File: config.mk
export PLATFORM = sky130hd
export DESIGN_NAME = rpn_stack_engine_flat
export DESIGN_NICKNAME = d
export VERILOG_FILES = /design/src/rtl/rpn_stack_if.sv /design/src/rtl/rpn_stack_engine.sv /design/src/flat_wrapper.sv
export SDC_FILE = /design/constraint.sdc
export NUM_CORES = 1
export LEC_CHECK = 0
export BUFFER_PORTS_ARGS = -buffer_cell sky130_fd_sc_hd__buf_2
export CORE_MARGIN = 2
export CORE_UTILIZATION = 60
export DETAILED_ROUTE_END_ITERATION = 12
export HOLD_SLACK_MARGIN = 0.08
export PLACE_DENSITY = 0.87
export SLEW_MARGIN = 30
export SYNTH_ARGS = -nofsm -noshare
export SYNTH_HDL_FRONTEND = slang
export SYNTH_SLANG_ARGS = --single-unit
File: constraint.sdc
create_clock -name clk -period 10 [get_ports clk]
set_clock_uncertainty 0.1 [all_clocks]
set_input_delay 1 -clock clk [delete_from_list [all_inputs] [get_ports clk]]
set_output_delay 1 -clock clk [all_outputs]
set_load 0.02 [all_outputs]
File: src/rtl/rpn_stack_if.sv
// rpn_stack_if: command and status bundle of the RPN operand stack.
//   master : drives sw_val, push_p, pop_p, op_p, op_sel (button chain / switches)
//            and observes top, non_empty, depth, busy, err, ovf (displays).
//   slave  : the stack engine itself.
interface rpn_stack_if #(
  parameter int W     = 8,
  parameter int DEPTH = 4
);
  localparam int DW = $clog2(DEPTH + 1);

  logic signed [W-1:0]  sw_val;
  logic                 push_p;
  logic                 pop_p;
  logic                 op_p;
  logic [1:0]           op_sel;
  logic signed [W-1:0]  top;
  logic                 non_empty;
  logic [DW-1:0]        depth;
  logic                 busy;
  logic                 err;
  logic                 ovf;

  modport master (
    output sw_val, push_p, pop_p, op_p, op_sel,
    input  top, non_empty, depth, busy, err, ovf
  );

  modport slave (
    input  sw_val, push_p, pop_p, op_p, op_sel,
    output top, non_empty, depth, busy, err, ovf
  );
endinterface

File: src/rtl/rpn_stack_engine.sv
// rpn_stack_engine: signed operand stack and arithmetic core of the RPN
// calculator. Executes push / pop / add / sub / swap in one cycle and a
// W-iteration shift-add signed multiply.
//   clk    : system clock, rising edge
//   rst_n  : asynchronous active-low reset
//   bus    : rpn_stack_if.slave
//            in  sw_val, push_p, pop_p, op_p, op_sel
//            out top, non_empty, depth, busy, err, ovf (all register-decoded)
module rpn_stack_engine #(
  parameter int W     = 8,
  parameter int DEPTH = 4
) (
  input  logic       clk,
  input  logic       rst_n,
  rpn_stack_if.slave bus
);
  localparam int DW = $clog2(DEPTH + 1);
  localparam int CW = $clog2(W + 1);

  localparam logic [0:0] S_IDLE = 1'b0;
  localparam logic [0:0] S_MUL  = 1'b1;

  // Magnitude needs W+1 bits so that |-2^(W-1)| is representable.
  function automatic logic [W:0] mag(input logic signed [W-1:0] v);
    logic signed [W:0] e;
    e = {v[W-1], v};
    return v[W-1] ? -e : e;
  endfunction

  function automatic logic fits_w1(input logic signed [W:0] v);
    return v[W] == v[W-1];
  endfunction

  function automatic logic fits_2w(input logic signed [2*W-1:0] v);
    return (&v[2*W-1:W-1]) | ~(|v[2*W-1:W-1]);
  endfunction

  // Control state
  logic [0:0]    state;
  logic [CW-1:0] cnt;
  logic [DW-1:0] depth_q;
  logic          err_q;
  logic          ovf_q;

  // Data state: stk[0] is T, stk[1] is N; not reset, masked by depth_q.
  logic signed [W-1:0] stk [DEPTH];
  logic [2*W-1:0]      acc;
  logic [2*W-1:0]      mcand;
  logic [W:0]          mplier;
  logic                neg;

  logic signed [W:0]     add_w;
  logic signed [W:0]     sub_w;
  logic [2*W-1:0]        acc_nxt;
  logic signed [2*W-1:0] prod;
  logic                  do_push, do_pop, do_bin, do_swap, mul_start;
  logic signed [W-1:0]   res;

  assign add_w   = $signed({stk[1][W-1], stk[1]}) + $signed({stk[0][W-1], stk[0]});
  assign sub_w   = $signed({stk[1][W-1], stk[1]}) - $signed({stk[0][W-1], stk[0]});
  assign acc_nxt = acc + (mplier[0] ? mcand : '0);
  assign prod    = neg ? -$signed(acc_nxt) : $signed(acc_nxt);

  // Command decode: one accepted command per cycle, push > pop > op.
  always_comb begin
    do_push   = 1'b0;
    do_pop    = 1'b0;
    do_bin    = 1'b0;
    do_swap   = 1'b0;
    mul_start = 1'b0;
    res       = '0;
    if (state == S_IDLE) begin
      if (bus.push_p) begin
        do_push = (depth_q != DW'(DEPTH));
      end else if (bus.pop_p) begin
        do_pop = (depth_q != '0);
      end else if (bus.op_p && depth_q >= DW'(2)) begin
        case (bus.op_sel)
          2'b00:   begin do_bin = 1'b1; res = add_w[W-1:0]; end
          2'b01:   begin do_bin = 1'b1; res = sub_w[W-1:0]; end
          2'b10:   mul_start = 1'b1;
          default: do_swap = 1'b1;
        endcase
      end
    end else if (cnt == CW'(W - 1)) begin
      do_bin = 1'b1;
      res    = prod[W-1:0];
    end
  end

  // Stack and multiplier datapath
  always_ff @(posedge clk) begin
    if (do_push) begin
      stk[0] <= bus.sw_val;
      for (int i = 1; i < DEPTH; i++) stk[i] <= stk[i-1];
    end else if (do_pop) begin
      for (int i = 0; i < DEPTH - 1; i++) stk[i] <= stk[i+1];
    end else if (do_bin) begin
      stk[0] <= res;
      for (int i = 1; i < DEPTH - 1; i++) stk[i] <= stk[i+1];
    end else if (do_swap) begin
      stk[0] <= stk[1];
      stk[1] <= stk[0];
    end

    if (mul_start) begin
      acc    <= '0;
      mcand  <= {{(W-1){1'b0}}, mag(stk[1])};
      mplier <= mag(stk[0]);
      neg    <= stk[1][W-1] ^ stk[0][W-1];
    end else if (state == S_MUL) begin
      acc    <= acc_nxt;
      mcand  <= mcand << 1;
      mplier <= mplier >> 1;
    end
  end

  // Control: FSM, depth and level flags
  always_ff @(posedge clk or negedge rst_n) begin
    if (!rst_n) begin
      state   <= S_IDLE;
      cnt     <= '0;
      depth_q <= '0;
      err_q   <= 1'b0;
      ovf_q   <= 1'b0;
    end else begin
      case (state)
        S_IDLE: begin
          if (bus.push_p) begin
            err_q <= ~do_push;
            ovf_q <= 1'b0;
            if (do_push) depth_q <= depth_q + DW'(1);
          end else if (bus.pop_p) begin
            err_q <= ~do_pop;
            ovf_q <= 1'b0;
            if (do_pop) depth_q <= depth_q - DW'(1);
          end else if (bus.op_p) begin
            if (depth_q < DW'(2)) begin
              err_q <= 1'b1;
            end else begin
              case (bus.op_sel)
                2'b00: begin
                  err_q   <= 1'b0;
                  ovf_q   <= ~fits_w1(add_w);
                  depth_q <= depth_q - DW'(1);
                end
                2'b01: begin
                  err_q   <= 1'b0;
                  ovf_q   <= ~fits_w1(sub_w);
                  depth_q <= depth_q - DW'(1);
                end
                2'b10: begin
                  state <= S_MUL;
                  cnt   <= '0;
                end
                default: begin
                  err_q <= 1'b0;
                  ovf_q <= 1'b0;
                end
              endcase
            end
          end
        end
        default: begin
          cnt <= cnt + CW'(1);
          if (cnt == CW'(W - 1)) begin
            state   <= S_IDLE;
            depth_q <= depth_q - DW'(1);
            err_q   <= 1'b0;
            ovf_q   <= ~fits_2w(prod);
          end
        end
      endcase
    end
  end

  assign bus.top       = (depth_q != '0) ? stk[0] : '0;
  assign bus.non_empty = (depth_q != '0);
  assign bus.depth     = depth_q;
  assign bus.busy      = (state == S_MUL);
  assign bus.err       = err_q;
  assign bus.ovf       = ovf_q;
endmodule

File: src/flat_wrapper.sv
// flat-port wrapper written by rule: the top's interface ports become plain ports
module rpn_stack_engine_flat 
#(
  parameter int W     = 8,
  parameter int DEPTH = 4
)
  (clk, rst_n, bus_sw_val, bus_push_p, bus_pop_p, bus_op_p, bus_op_sel, bus_top, bus_non_empty, bus_depth, bus_busy, bus_err, bus_ovf);
  rpn_stack_if #(.W(W), .DEPTH(DEPTH)) bus_i ();
  input  logic clk;
  input  logic rst_n;
  input wire logic [$bits(bus_i.sw_val)-1:0] bus_sw_val;
  input wire logic [$bits(bus_i.push_p)-1:0] bus_push_p;
  input wire logic [$bits(bus_i.pop_p)-1:0] bus_pop_p;
  input wire logic [$bits(bus_i.op_p)-1:0] bus_op_p;
  input wire logic [$bits(bus_i.op_sel)-1:0] bus_op_sel;
  output wire logic [$bits(bus_i.top)-1:0] bus_top;
  output wire logic [$bits(bus_i.non_empty)-1:0] bus_non_empty;
  output wire logic [$bits(bus_i.depth)-1:0] bus_depth;
  output wire logic [$bits(bus_i.busy)-1:0] bus_busy;
  output wire logic [$bits(bus_i.err)-1:0] bus_err;
  output wire logic [$bits(bus_i.ovf)-1:0] bus_ovf;
  assign bus_i.sw_val = bus_sw_val;
  assign bus_i.push_p = bus_push_p;
  assign bus_i.pop_p = bus_pop_p;
  assign bus_i.op_p = bus_op_p;
  assign bus_i.op_sel = bus_op_sel;
  assign bus_top = bus_i.top;
  assign bus_non_empty = bus_i.non_empty;
  assign bus_depth = bus_i.depth;
  assign bus_busy = bus_i.busy;
  assign bus_err = bus_i.err;
  assign bus_ovf = bus_i.ovf;
  rpn_stack_engine #(.W(W), .DEPTH(DEPTH)) u_core (.clk(clk), .rst_n(rst_n), .bus(bus_i));
endmodule
==> results by stage, run 1 <==
Status:
- The run finished with clean final reports.

Route:
- The routed design has 13,900 µm of wire.
- The iteration count of the initial detailed-routing pass is 7.
- The routed layout has roughly 5,000 vias.
- The DRC violation count after routing is 0.
- Using the TritonRoute via totals, the vias-per-cell ratio works out to 6.11.
- The count of nets left with antenna violations once routing finished came out at 0.
- In the final routed layout, each cell accounts on average for 16.9 µm.
- The number of DRC markers in iteration 0 is 379.

Timing:
- For the finished layout, the period the worst path requires is 4240 ps.
- The final cycle utilization of the critical path is 42.4%.
- After routing, the total negative slack on setup checks comes to 0 ps.
- The final max-slew violation count is 0.
- Static timing analysis puts the maximum clock frequency at 236 MHz.
- The slew at the pin with the worst max-slew slack is 905 ps.
- The tightest hold path in the finished design has a slack of 350 ps.
- Setup repair after global routing left no endpoint under its margin.
- The number of failing hold endpoints at the final stage is 0.
- The remaining max-slew budget at the tightest pin is 39.7%.
- Setup violations remaining at the end of the flow were counted as 0.

Die:
- The initial standard-cell utilization of the core is 61.0%.
- The height of the die is 103 µm.
- In this run the count of I/O pins placed on the die edge is 30.
- The area inside the core boundary is 9640 µm².
- The floorplan step set the die width to between 100 and 150 µm.
- The site row count is 36.
- The die covers 10,600 µm².

Synthesis:
- After synthesis, the share of flip-flops with an asynchronous set or reset is 11.9%.
- The cell count after synthesis is 665.
- In this run, distinct cell masters in the synthesized netlist total 67.
- In this run the cell area of the synthesized design comes to 5880 µm².
- The synthesized area per cell is around 9 µm².
- For this run, the number of Yosys warnings is 0.
- The number of nets in the synthesized netlist is 722.
- The number of enable flip-flop cells after synthesis is 51.
- Synthesis inferred 84 register bits.
- The sequential fraction of the synthesis area is about two fifths.
- The main flop type after synthesis is sky130_fd_sc_hd__edfxtp_1.

Placement:
- Counting tap cells, the placed design contains a total of 803 instances.
- Port buffering added 29 buffers.
- The post-detailed-placement half-perimeter wirelength is 10,400 µm.
- At the end of routability-driven placement, the weighted congestion stood at 0.956.

Critical path:
- The reg-to-reg critical path startpoint is u_core.mplier[0].
- The maximum fanout along the worst path is 16.
- Measured in cells, the most critical reg-to-reg path has a length of 13.
- The required arrival time at the worst endpoint is 10,200 ps.
- Data arrives at the worst endpoint at 4440 ps.
- The most critical setup path has its startpoint at u_core.mplier[0].
- The element type at the critical path start is a flop.
- The end of the worst register-to-register path is u_core.bus.ovf.
- The critical path in this run is classified as flop to flop.
- STA classifies the critical path endpoint as a flop.
- The slack of the worst reg-to-reg path is 5760 ps.

Layout:
- The net count of the finished layout is 738.
- The count of inserted antenna diode cells is 0.
- The utilization after layout is 65.4%.
- The number of non-filler instances in the completed layout is 819.
- The fraction of layout cells with a size suffix above 1 is 10.1%.
- Compared with the post-synthesis result, the final layout area differs by 7.12%.

CTS:
- The cell sitting at the root of the clock tree is a sky130_fd_sc_hd__clkbuf_8.
- The CTS tree is done.
- The deepest clock path buffer count is 2.
- The count of H-tree levels built during CTS is 3.
- Counting the buffers created by CTS gives 9.
- The post-CTS setup buffer count is 0.
- The clock insertion delay at the later pin of the skew report is 380 ps.
- The number of hold buffers added after CTS was 0.
- The number of resized instances in the post-cts repair step is 0.
- The clock-pin slew reported for the worst setup and hold paths after clock tree synthesis is 100 ps.
- The clock net in this run drives a total of between 80 and 90 sinks.

GRT:
- Entering global routing, the biggest net connects 46 pins.
- Global routing used 27.5% of the available tracks.
- The global-route congestion overflow total is 0.
- The via count of the first global-routing pass is 4,614.
- The initial antenna violation count is 0.
- The first-pass GRT wire length is 22,400 µm.

Min path:
- The worst min-delay path category is primary input to async pin.

Job:
- The number of maximum-capacitance constraint violations is 0.
-- per-stage QoR --
step	instance area, µm²	setup slack (ps)
6_report	6300	5760
5_1_grt	6300	5480
3_3_place_gp	6110	6000
2_1_floorplan	5880	6140
3_5_place_dp	6110	5800
4_1_cts	6300	5770
-- kinds of logic (layout without fill, tap and decap cells) --
| family | count (synthesis) | after routing | synth area share [%] |
|---|---|---|---|
| and+or+nand+nor | 252 | 252 | 20.8 |
| AOI/OAI and AO/OA | 172 | 172 | 19.0 |
| DFF | 84 | 84 | 38.1 |
| buffers and inverters | 56 | 77 | 3.70 |
| xor gates and xnor gates | 46 | 46 | 6.85 |
| adders and majority gates | 42 | 42 | 9.31 |
| muxes | 12 | 12 | 2.15 |
| other | 1 | 1 | 0.0637 |
-- routing by layer --
layer	up-vias	routed length, µm	track usage [%]
met3	32	1080	4.47
li1	2406	-	-
met5	-	0	0
met1	2335	5930	37.8
met4	0	365	12.9
met2	235	6500	42.9
-- state kept, by name (all words and copies together) (netlist names) --
register          count
u_core.bus.depth      3
u_core.acc           16
u_core.mplier         9
u_core.cnt            4
u_core.mcand         16
u_core.bus.busy       1
u_core.neg            1
u_core.bus.ovf        1
u_core.stk           32
u_core.bus.err        1
-- synth_stat cells (all sizes together), types with 5 or more instances --
library cell	count	share of area [%]
o41ai	5	1.1
nand2	97	6.2
nand3	12	1.0
nor2b	5	0.53
mux2	5	0.96
xnor2	27	4.0
a21o	5	0.64
inv	30	1.9
ha	39	8.3
o21ai	77	6.5
a22o	5	0.74
dfxtp	23	7.8
o21a	5	0.64
a221oi	5	0.74
o31ai	7	0.89
nor3	19	1.6
a211oi	5	0.81
or3	11	1.3
o22ai	6	0.87
and2	27	2.9
o211ai	7	0.89
nand2b	11	1.2
xor2	19	2.8
a21oi	28	2.4
mux2i	7	1.2
edfxtp	51	26
clkbuf	24	1.5
nor2	48	3.1
dfrtp	10	4.3
-- layout by cell type (no fill, tap or decap), drive strengths merged, types with 7 or more instances in the layout --
master  synthesis  final
nand2          97     97
clkbuf         24      9
nand2b         11     11
edfxtp         51     51
xor2           19     19
xnor2          27     27
buf             2     31
ha             39     39
dfrtp          10     10
nor3           19     19
dfxtp          23     23
inv            30     35
o21ai          77     77
mux2i           7      7
nand3          12     12
and2           27     27
a21oi          28     28
nor2           48     48
or3            11     11
o211ai          7      7
o31ai           7      7
-- worst max-delay path by stage --
stage	endpoint	depth (start not counted)
2_1_floorplan	u_core.bus.ovf	13
3_3_place_gp	u_core.bus.ovf	13
3_5_place_dp	u_core.bus.ovf	13
4_1_cts	u_core.bus.ovf	13
5_1_grt	u_core.bus.ovf	13
6_report	u_core.bus.ovf	13
-- area by class of cell --
| type | instances | area (µm²) |
|---|---|---|
| clock inverter | 7 | 73.8 |
| inverter | 30 | 113 |
| tap | 133 | 166 |
| sequential | 84 | 2240 |
| clock buffer | 9 | 124 |
| multi-input combinational | 525 | 3420 |
| timing repair buffer | 31 | 160 |
| fill | 780 | 3340 |
-- critical path, stage by stage, from the launching register on --
cell,delay [ps]
sky130_fd_sc_hd__edfxtp_1,560
sky130_fd_sc_hd__and2_1,210
sky130_fd_sc_hd__ha_1,210
sky130_fd_sc_hd__fa_1,420
sky130_fd_sc_hd__a211oi_2,350
sky130_fd_sc_hd__o21ai_1,140
sky130_fd_sc_hd__xor2_1,230
sky130_fd_sc_hd__nor4_2,500
sky130_fd_sc_hd__nand2_1,160
sky130_fd_sc_hd__or3_1,400
sky130_fd_sc_hd__o31ai_1,330
sky130_fd_sc_hd__xor2_1,250
sky130_fd_sc_hd__nor4_1,80
sky130_fd_sc_hd__a211oi_1,220
Power of run 1 is left out: the tool's default activity adds up to more than one toggle a clock period on the data nets, which glitch-free logic cannot reach.
==> run 2: changes to the inputs <==
- CORE_UTILIZATION: 60 -> 56
- PLACE_DENSITY: 0.87 -> 0.86
- clock period: 10 -> 3.52 ns (I/O delays scaled with it)
==> run 2 against run 1 <==
The run now ends with setup timing left. Non-clock buffer count is 38 higher. Maximum frequency rose by 13%. Hold slack got worse by 120 ps. Critical path depth down 1. Largest cell class unchanged. Clock-buffer cell count did not move. Die area increased by 6.9%. Register-to-register slack got worse by 6000 ps. Via count rose by 5.8%.
==> results by stage, run 2 (synthesis gave the netlist of run 1 again) <==
GRT:
- The global router's overall resource usage is 27.5%.
- The via count of the first global-routing pass came to 5,005.
- The initial antenna violation count was 0.
- The largest net degree at the start of global routing is 51.
- The total overflow left after global routing is 0.
- The first global-routing pass estimated between 20,000 and 25,000 µm of wire.

CTS:
- Clock latency on the worst-skew pair, taken at its later pin, is between 300 and 400 ps.
- The H-tree generated during clock tree synthesis spans 3 levels.
- After clock tree synthesis, the clock-pin slew on the worst setup and hold paths is 110 ps.
- Counting along the longest clock path gives a buffer depth of 2.
- The tree is rooted in a sky130_fd_sc_hd__clkbuf_8.
- Counting every sink on the clock net gives 84.
- The number of buffers added by the clock tree synthesis step is 9.
- TritonCTS built the clock tree.

Status:
- The run finished, with violations left.
- The checks that failed: setup timing.

Placement:
- The count of port buffers added during placement is 29.
- Summing all placed instances gives a cell area of 6400 µm².
- Routability-driven placement finished with a final weighted congestion of between 0.9 and 1.
- The post-detailed-placement half-perimeter wirelength is 11,000 µm.

Job:
- The number of maximum-capacitance constraint violations is 0.

Critical path:
- By startpoint and endpoint, the worst setup path is classified as flop to flop.
- The required arrival time at the worst endpoint is 3680 ps.
- In this run the critical register-to-register path is launched from u_core.mplier[0].
- The data arrival time at the worst-slack endpoint is 3910 ps.
- The slack of the worst reg-to-reg path is -230 ps.
- For the worst flop-to-flop path, the logic depth is 12.
- The endpoint type of the worst setup path is a flop.
- The maximum fanout along the worst path is 5.
- The worst setup path is launched from a flop.
- The critical path endpoint is u_core.bus.ovf.
- The end of the worst register-to-register path is u_core.bus.ovf.
- The launching element of the worst setup path is u_core.mplier[0].

Timing:
- The setup TNS is -234 ps.
- In this run the tightest slew margin relative to its limit is between 50% and 60%.
- The final setup violation count is 1.
- The timing-limited maximum frequency is 266 MHz.
- For the pin with the worst max-slew slack, the measured transition is between 600 and 700 ps.
- The number of failing hold endpoints at the final stage is 0.
- Setup repair after global routing could not meet its margin everywhere.
- The final cycle utilization of the critical path is 107%.
- The final max-slew violation count is 0.
- The post-route worst setup slack is -234 ps.
- For the finished layout, the period the worst path requires is 3750 ps.

Route:
- For this block, wires on met1 add up to 6410 µm.
- After the first detailed-routing iteration, the DRC count stood at 433.
- The count of antenna-violating nets left after detailed routing is 0.
- After detailed routing, the met2 layer carries 7150 µm of wire.
- Detailed routing placed a total of 1240 µm of wire on met3.
- Summing over every cut layer, the via total after detailed routing is around 5,300.
- The top layer used by detailed routing is met4.
- In the routed layout, each cell is associated on average with a via count of between 6 and 7.
- After detailed routing, the number of remaining DRC violations is 0.
- The wire length per cell after detailed routing is 17.8 µm.
- The iteration count of the initial detailed-routing pass is 5.
- The final layout contains routed wiring with a total length of 15,300 µm.

Die:
- In this run the vertical extent of the chip is 107 µm.
- The die covers around 11,000 µm².
- For this design the top-level I/O count stands at 30.
- After floorplanning, the core was divided into 37 placement rows.
- The initial utilization of the core area, before any placement, comes to roughly 57%.
- The width of the die is 107 µm.
- The area inside the core boundary is 10,300 µm².

Layout:
- The register with the most flip-flops is u_core.stk.
- Leaving out fill and tap cells, the most frequent cell in the layout is sky130_fd_sc_hd__nand2_1.
- Summing all flip-flop and latch instances after layout gives 2240 µm².
- In the layout the commonest cells are sky130_fd_sc_hd__nand2_1, sky130_fd_sc_hd__o21ai_0, sky130_fd_sc_hd__edfxtp_1.
- Compared with the post-synthesis result, the final layout area differs by 14.8%.
- 0 antenna diodes ended up in the layout.
- At the end of the flow, the number of nets in the layout was 776.
- Of the cells placed in the final design, the portion with a size suffix greater than 1 is 17.0%.
- The multi-input combinational cells in the finished layout cover a total of 3580 µm².
- The total non-filler cell area in the finished layout is 6760 µm².
- The layout has 784 filler cells.
- The largest registers in the layout are u_core.stk x32, u_core.acc x16, u_core.mcand x16.
- The flip-flop count of the largest register, all copies and words added is 32.

Min path:
- The min-delay analysis places its worst path in the category primary input to async pin.
==> run 2: cell count changes in the layout (fill, tap and decap cells not counted), sizes merged <==
| cell | delta |
|---|---|
| dlygate4sd3 | +1 |
| buf | +37 |
==> run 2: routing by layer <==
| metal | GRT usage (%) | vias to the layer above |
|---|---|---|
| li1 | - | 2476 |
| met1 | 36.7 | 2501 |
| met2 | 43.5 | 273 |
| met3 | 5.64 | 50 |
| met4 | 11.8 | 0 |
| met5 | 0 | - |
==> run 2: layout make-up <==
class	count	area share, %
clock buffers	9	1.83
clock inverters	7	1.06
inverters	30	1.67
multi-input cells	525	53.1
flip-flops and latches	84	33.2
well taps	136	2.52
repair buffers	69	6.69
==> run 2: metrics by stage <==
step | std cells | hold WS (ps) | utilization (%) | setup slack (ps)
3_3_place_gp | 841 | 112 | 62.3 | -74.6
5_1_grt | 860 | 259 | 65.7 | -457
2_1_floorplan | 665 | -43.6 | - | -134
6_report | 860 | 234 | 65.7 | -234
3_5_place_dp | 841 | 115 | 62.3 | -228
4_1_cts | 859 | 237 | 64.7 | -184
==> run 2: worst min-delay path by stage <==
stage,cells after the start,end,slack [ps],start
detailed placement,1,u_core.bus.err,110,rst_n
floorplan,0,u_core.bus.busy,-40,rst_n
CTS,2,u_core.cnt[3],240,rst_n
global placement,1,u_core.cnt[3],110,rst_n
finish,2,u_core.cnt[3],230,rst_n
global route,2,u_core.cnt[2],260,rst_n
==> run 2: timing repair <==
action	4_1_cts	5_1_grt
cloned	0	0
endpoints found under the setup margin	1	2
resized for setup	4	14
endpoints found under the hold margin	10	0
hold buffers	1	0
setup buffers	1	1
pin swaps	3	3
==> run 2: critical path, stage by stage (launching register included) <==
cell                       delay, ps
sky130_fd_sc_hd__edfxtp_1        470
sky130_fd_sc_hd__buf_4           180
sky130_fd_sc_hd__and2_1          170
sky130_fd_sc_hd__ha_1            360
sky130_fd_sc_hd__a211oi_4        100
sky130_fd_sc_hd__o211ai_1        340
sky130_fd_sc_hd__o311ai_4        200
sky130_fd_sc_hd__or3_4           440
sky130_fd_sc_hd__or4_4           470
sky130_fd_sc_hd__or3_1           370
sky130_fd_sc_hd__a31o_1          200
sky130_fd_sc_hd__nor4_2          130
sky130_fd_sc_hd__a211oi_1        100
Power of run 2 is left out for the same reason.
==> run 3: changes to the inputs <==
- ABC_AREA: not set -> 1
- BUFFER_PORTS_ARGS: -buffer_cell sky130_fd_sc_hd__buf_2 -> not set
- CORE_UTILIZATION: 56 -> 59
- DONT_BUFFER_PORTS: not set -> 1
- PLACE_DENSITY: 0.86 -> 0.87
==> run 3 against run 2 <==
The flow now finishes without violations. Non-clock buffer count is 59 lower. Cell area up 1.3%. Core utilization is 2.4 points lower. Setup slack better by 590 ps. Flip-flop and latch count unchanged. Area after synthesis increased by 10%. Critical endpoint unchanged. Largest cell class unchanged. Highest routed layer unchanged.
==> results by stage, run 3 <==
Synthesis:
- Counting every instance in the synthesized netlist gives 896.
- The synthesized net count is 953.
- The leading cell type by number of instances after synthesis is sky130_fd_sc_hd__nand2_1.
- The mapped netlist covers 6470 µm².
- The largest area contributor in the synthesized netlist is sky130_fd_sc_hd__edfxtp_1.
- By area the synthesized netlist is led by sky130_fd_sc_hd__edfxtp_1, sky130_fd_sc_hd__nand2_1, sky130_fd_sc_hd__inv_1.
- The number of enable flip-flop cells after synthesis is a little over 50.
- In this run, synthesis produced a sequential element count of 84.
- The post-synthesis async set-or-reset flop share is approximately an eighth.
- The distinct cell type count after synthesis is 51.
- The top-area cell type share of the netlist area is 23.7%.
- After synthesis, the most frequently instantiated cells are sky130_fd_sc_hd__nand2_1, sky130_fd_sc_hd__inv_1, sky130_fd_sc_hd__nor2_1, sky130_fd_sc_hd__nand3_1.
- In the synthesized netlist the dominant register cell turns out to be sky130_fd_sc_hd__edfxtp_1.
- During synthesis, Yosys emitted a total of 0 warnings.
- The synthesized area per cell is between 7 and 8 µm².
- After synthesis, flip-flops and latches occupy about a third of the total area.

Timing:
- The slew at the pin with the worst max-slew slack is 615 ps.
- Dividing the final minimum period by the clock period gives 89.9%.
- The final setup violation count is 0.
- The minimum clock period after layout is 3160 ps.
- In this run the tightest slew margin relative to its limit is 59.0%.
- The setup TNS is 0 ps.
- The final max-slew violation count is 0.
- Static timing analysis puts the maximum clock frequency at 316 MHz.
- The number of failing hold endpoints at the final stage is 0.
- Setup repair after global routing left no endpoint under its margin.

Placement:
- The congestion estimate from routability-driven global placement came to slightly above 1.
- The count of buffers added on input and output ports is 0.
- The post-detailed-placement half-perimeter wirelength is 12,100 µm.

CTS:
- The clock-pin slew reported for the worst setup and hold paths after clock tree synthesis is 90 ps.
- Counting every sink on the clock net gives 84.
- The tree is rooted in a sky130_fd_sc_hd__clkbuf_8.
- The post-CTS setup buffer count is 0.
- Clock tree synthesis inserted a total of 9 buffers.
- No sink is reached through more buffers than the 2 on the longest clock path.
- TritonCTS built the clock tree.
- The clock insertion delay at the later pin of the skew report is 380 ps.
- The count of H-tree levels built during CTS is 3.

Layout:
- In the final layout, the registers with the most flip-flops are u_core.stk x32, u_core.acc x16, u_core.mcand x16.
- The growth of design area from synthesis to finish is 5.72%.
- The register with the most flip-flops is u_core.stk.
- Leaving out fill and tap cells, the most frequent cell in the layout is sky130_fd_sc_hd__nand2_1.
- In the layout the commonest cells are sky130_fd_sc_hd__nand2_1, sky130_fd_sc_hd__inv_1, sky130_fd_sc_hd__nor2_1.
- The net count of the finished layout is 955.
- Measured on the finished design, the core utilization comes to 63.4%.
- The fraction of layout cells with a size suffix above 1 is 9.97%.
- The count of inserted antenna diode cells is 0.
- The flip-flop count of the largest register, all copies and words added is 32.

Critical path:
- The maximum fanout along the worst path is 4.
- At the worst endpoint, the required time is 3680 ps.
- STA classifies the critical path startpoint as a flop.
- The endpoint type of the worst setup path is a flop.
- The worst setup path is of the flop to flop kind.
- The data arrival time at the worst-slack endpoint is roughly 3300 ps.

GRT:
- The first-pass GRT wire length is between 20,000 and 30,000 µm.
- The via count of the first global-routing pass is 5,545.
- The global-route congestion overflow total is 0.
- Entering global routing, the biggest net connects 42 pins.
- For this run, the total global-route usage over all layers was measured as 28.2%.
- The initial antenna violation count is 0.

Min path:
- In this run the worst hold path is classified as primary input to flop.

Die:
- 30 I/O pins were placed.
- The core region is around 11,000 µm².
- The floorplan has 38 rows.
- Once the floorplan was initialized, standard cells occupied roughly three fifths of the core.
- The width of the die is roughly 110 µm.
- Measured along the y axis, the die boundary spans 109 µm.
- The die covers 11,800 µm².

Route:
- The count of vias placed by the detailed router is a little under 6,000.
- In this run, the number of DRC markers left after iteration 0 of detailed routing was between 400 and 500.
- The iteration count of the initial detailed-routing pass is 5.
- For this run, design rule violations remaining after detail routing come to 0.
- The wire length per cell after detailed routing is roughly 15 µm.
- Dividing the detail-routed via count by the number of cells gives about 5.6.
- The count of antenna-violating nets left after detailed routing is 0.
- The detailed-route wire length is 15,800 µm.

Status:
- The run finished with clean final reports.

Job:
- The number of maximum-capacitance constraint violations is 0.
run 3: cell count changes after synthesis, moves of 22 or more:
| cell | change |
|---|---|
| sky130_fd_sc_hd__and2_1 | -24 |
| sky130_fd_sc_hd__nand3_1 | +40 |
| sky130_fd_sc_hd__xnor2_1 | -26 |
| sky130_fd_sc_hd__o22ai_1 | +27 |
| sky130_fd_sc_hd__nand2_1 | +130 |
| sky130_fd_sc_hd__o21ai_0 | -22 |
| sky130_fd_sc_hd__inv_1 | +115 |
| sky130_fd_sc_hd__nand2_2 | +24 |
| sky130_fd_sc_hd__nor2_1 | +28 |
run 3: layout make-up:
type                            count  area (µm²)
Clock buffer                        9         124
Fill cell                         906        3950
Sequential cell                    84        2240
Timing Repair Buffer               10        80.1
Inverter                          152         571
Clock inverter                      7        76.3
Multi-Input combinational cell    641        3570
Tap cell                          140         175
run 3: path summary, 6_finish.rpt:
kind | from | to | slack [ps] | cells past startpoint
worst max-delay path | u_core.mcand[0] | u_core.bus.ovf | 360 | 19
worst min-delay path | bus_op_p | u_core.cnt[3] | 110 | 3
worst max register to register | u_core.mcand[0] | u_core.bus.ovf | 360 | 19
worst min register to register | u_core.stk[2][5] | u_core.stk[3][5] | 360 | 0
max in group asynchronous | rst_n | u_core.bus.ovf | 2780 | 1
min in group asynchronous | rst_n | u_core.bus.depth[2] | 240 | 1
run 3: repair_timing:
item	4_1_cts	5_1_grt
endpoints found under the setup margin	0	0
gates resized for setup	0	0
hold buffers	2	0
endpoints found under the hold margin	11	0
run 3: kinds of logic after synthesis:
group | synth area share, %
AOI/OAI and AO/OA | 13.6
buffers and inverters | 10.3
other | 0.0579
xor gates and xnor gates | 2.55
adders and majority gates | 8.47
and+or+nand+nor | 30.4
DFF | 34.6
run 3: worst max-delay path: stages, from the launching register on:
cell                       delay [ps]
sky130_fd_sc_hd__edfxtp_1         400
sky130_fd_sc_hd__nand2_1           80
sky130_fd_sc_hd__inv_1             40
sky130_fd_sc_hd__ha_1             230
sky130_fd_sc_hd__fa_1             450
sky130_fd_sc_hd__inv_1            130
sky130_fd_sc_hd__ha_1             170
sky130_fd_sc_hd__a21boi_1         270
sky130_fd_sc_hd__nand3_1          150
sky130_fd_sc_hd__nor2_1           130
sky130_fd_sc_hd__nand2_2           90
sky130_fd_sc_hd__nor2_4           120
sky130_fd_sc_hd__nand2_2           60
sky130_fd_sc_hd__nand2_4           70
sky130_fd_sc_hd__xor2_2           170
sky130_fd_sc_hd__inv_1             70
sky130_fd_sc_hd__nor2_2           110
sky130_fd_sc_hd__nand3_2           80
sky130_fd_sc_hd__nand3_2           80
sky130_fd_sc_hd__a21oi_2           40
run 3: metrics by stage:
stage	setup slack, ps	area [µm²]	hold WS [ps]	std cells
floorplan	250	6470	-43.6	896
global placement	530	6620	-43.3	1025
detailed placement	387	6620	-43.4	1025
CTS	359	6840	104	1043
global route	47.7	6840	113	1043
finish	357	6840	106	1043
run 3: metal layers:
metal / part of all wire (%) / track usage, % / wire, µm / vias up
met5: 0 / 0 / 0 / -
met2: 46 / 46.4 / 7330 / 268
met3: 8.4 / 5.92 / 1330 / 47
met1: 42 / 36.7 / 6670 / 2650
li1: - / - / - / 2923
met4: 2.7 / 10.3 / 430 / 0
Power of run 3 is left out for the same reason.
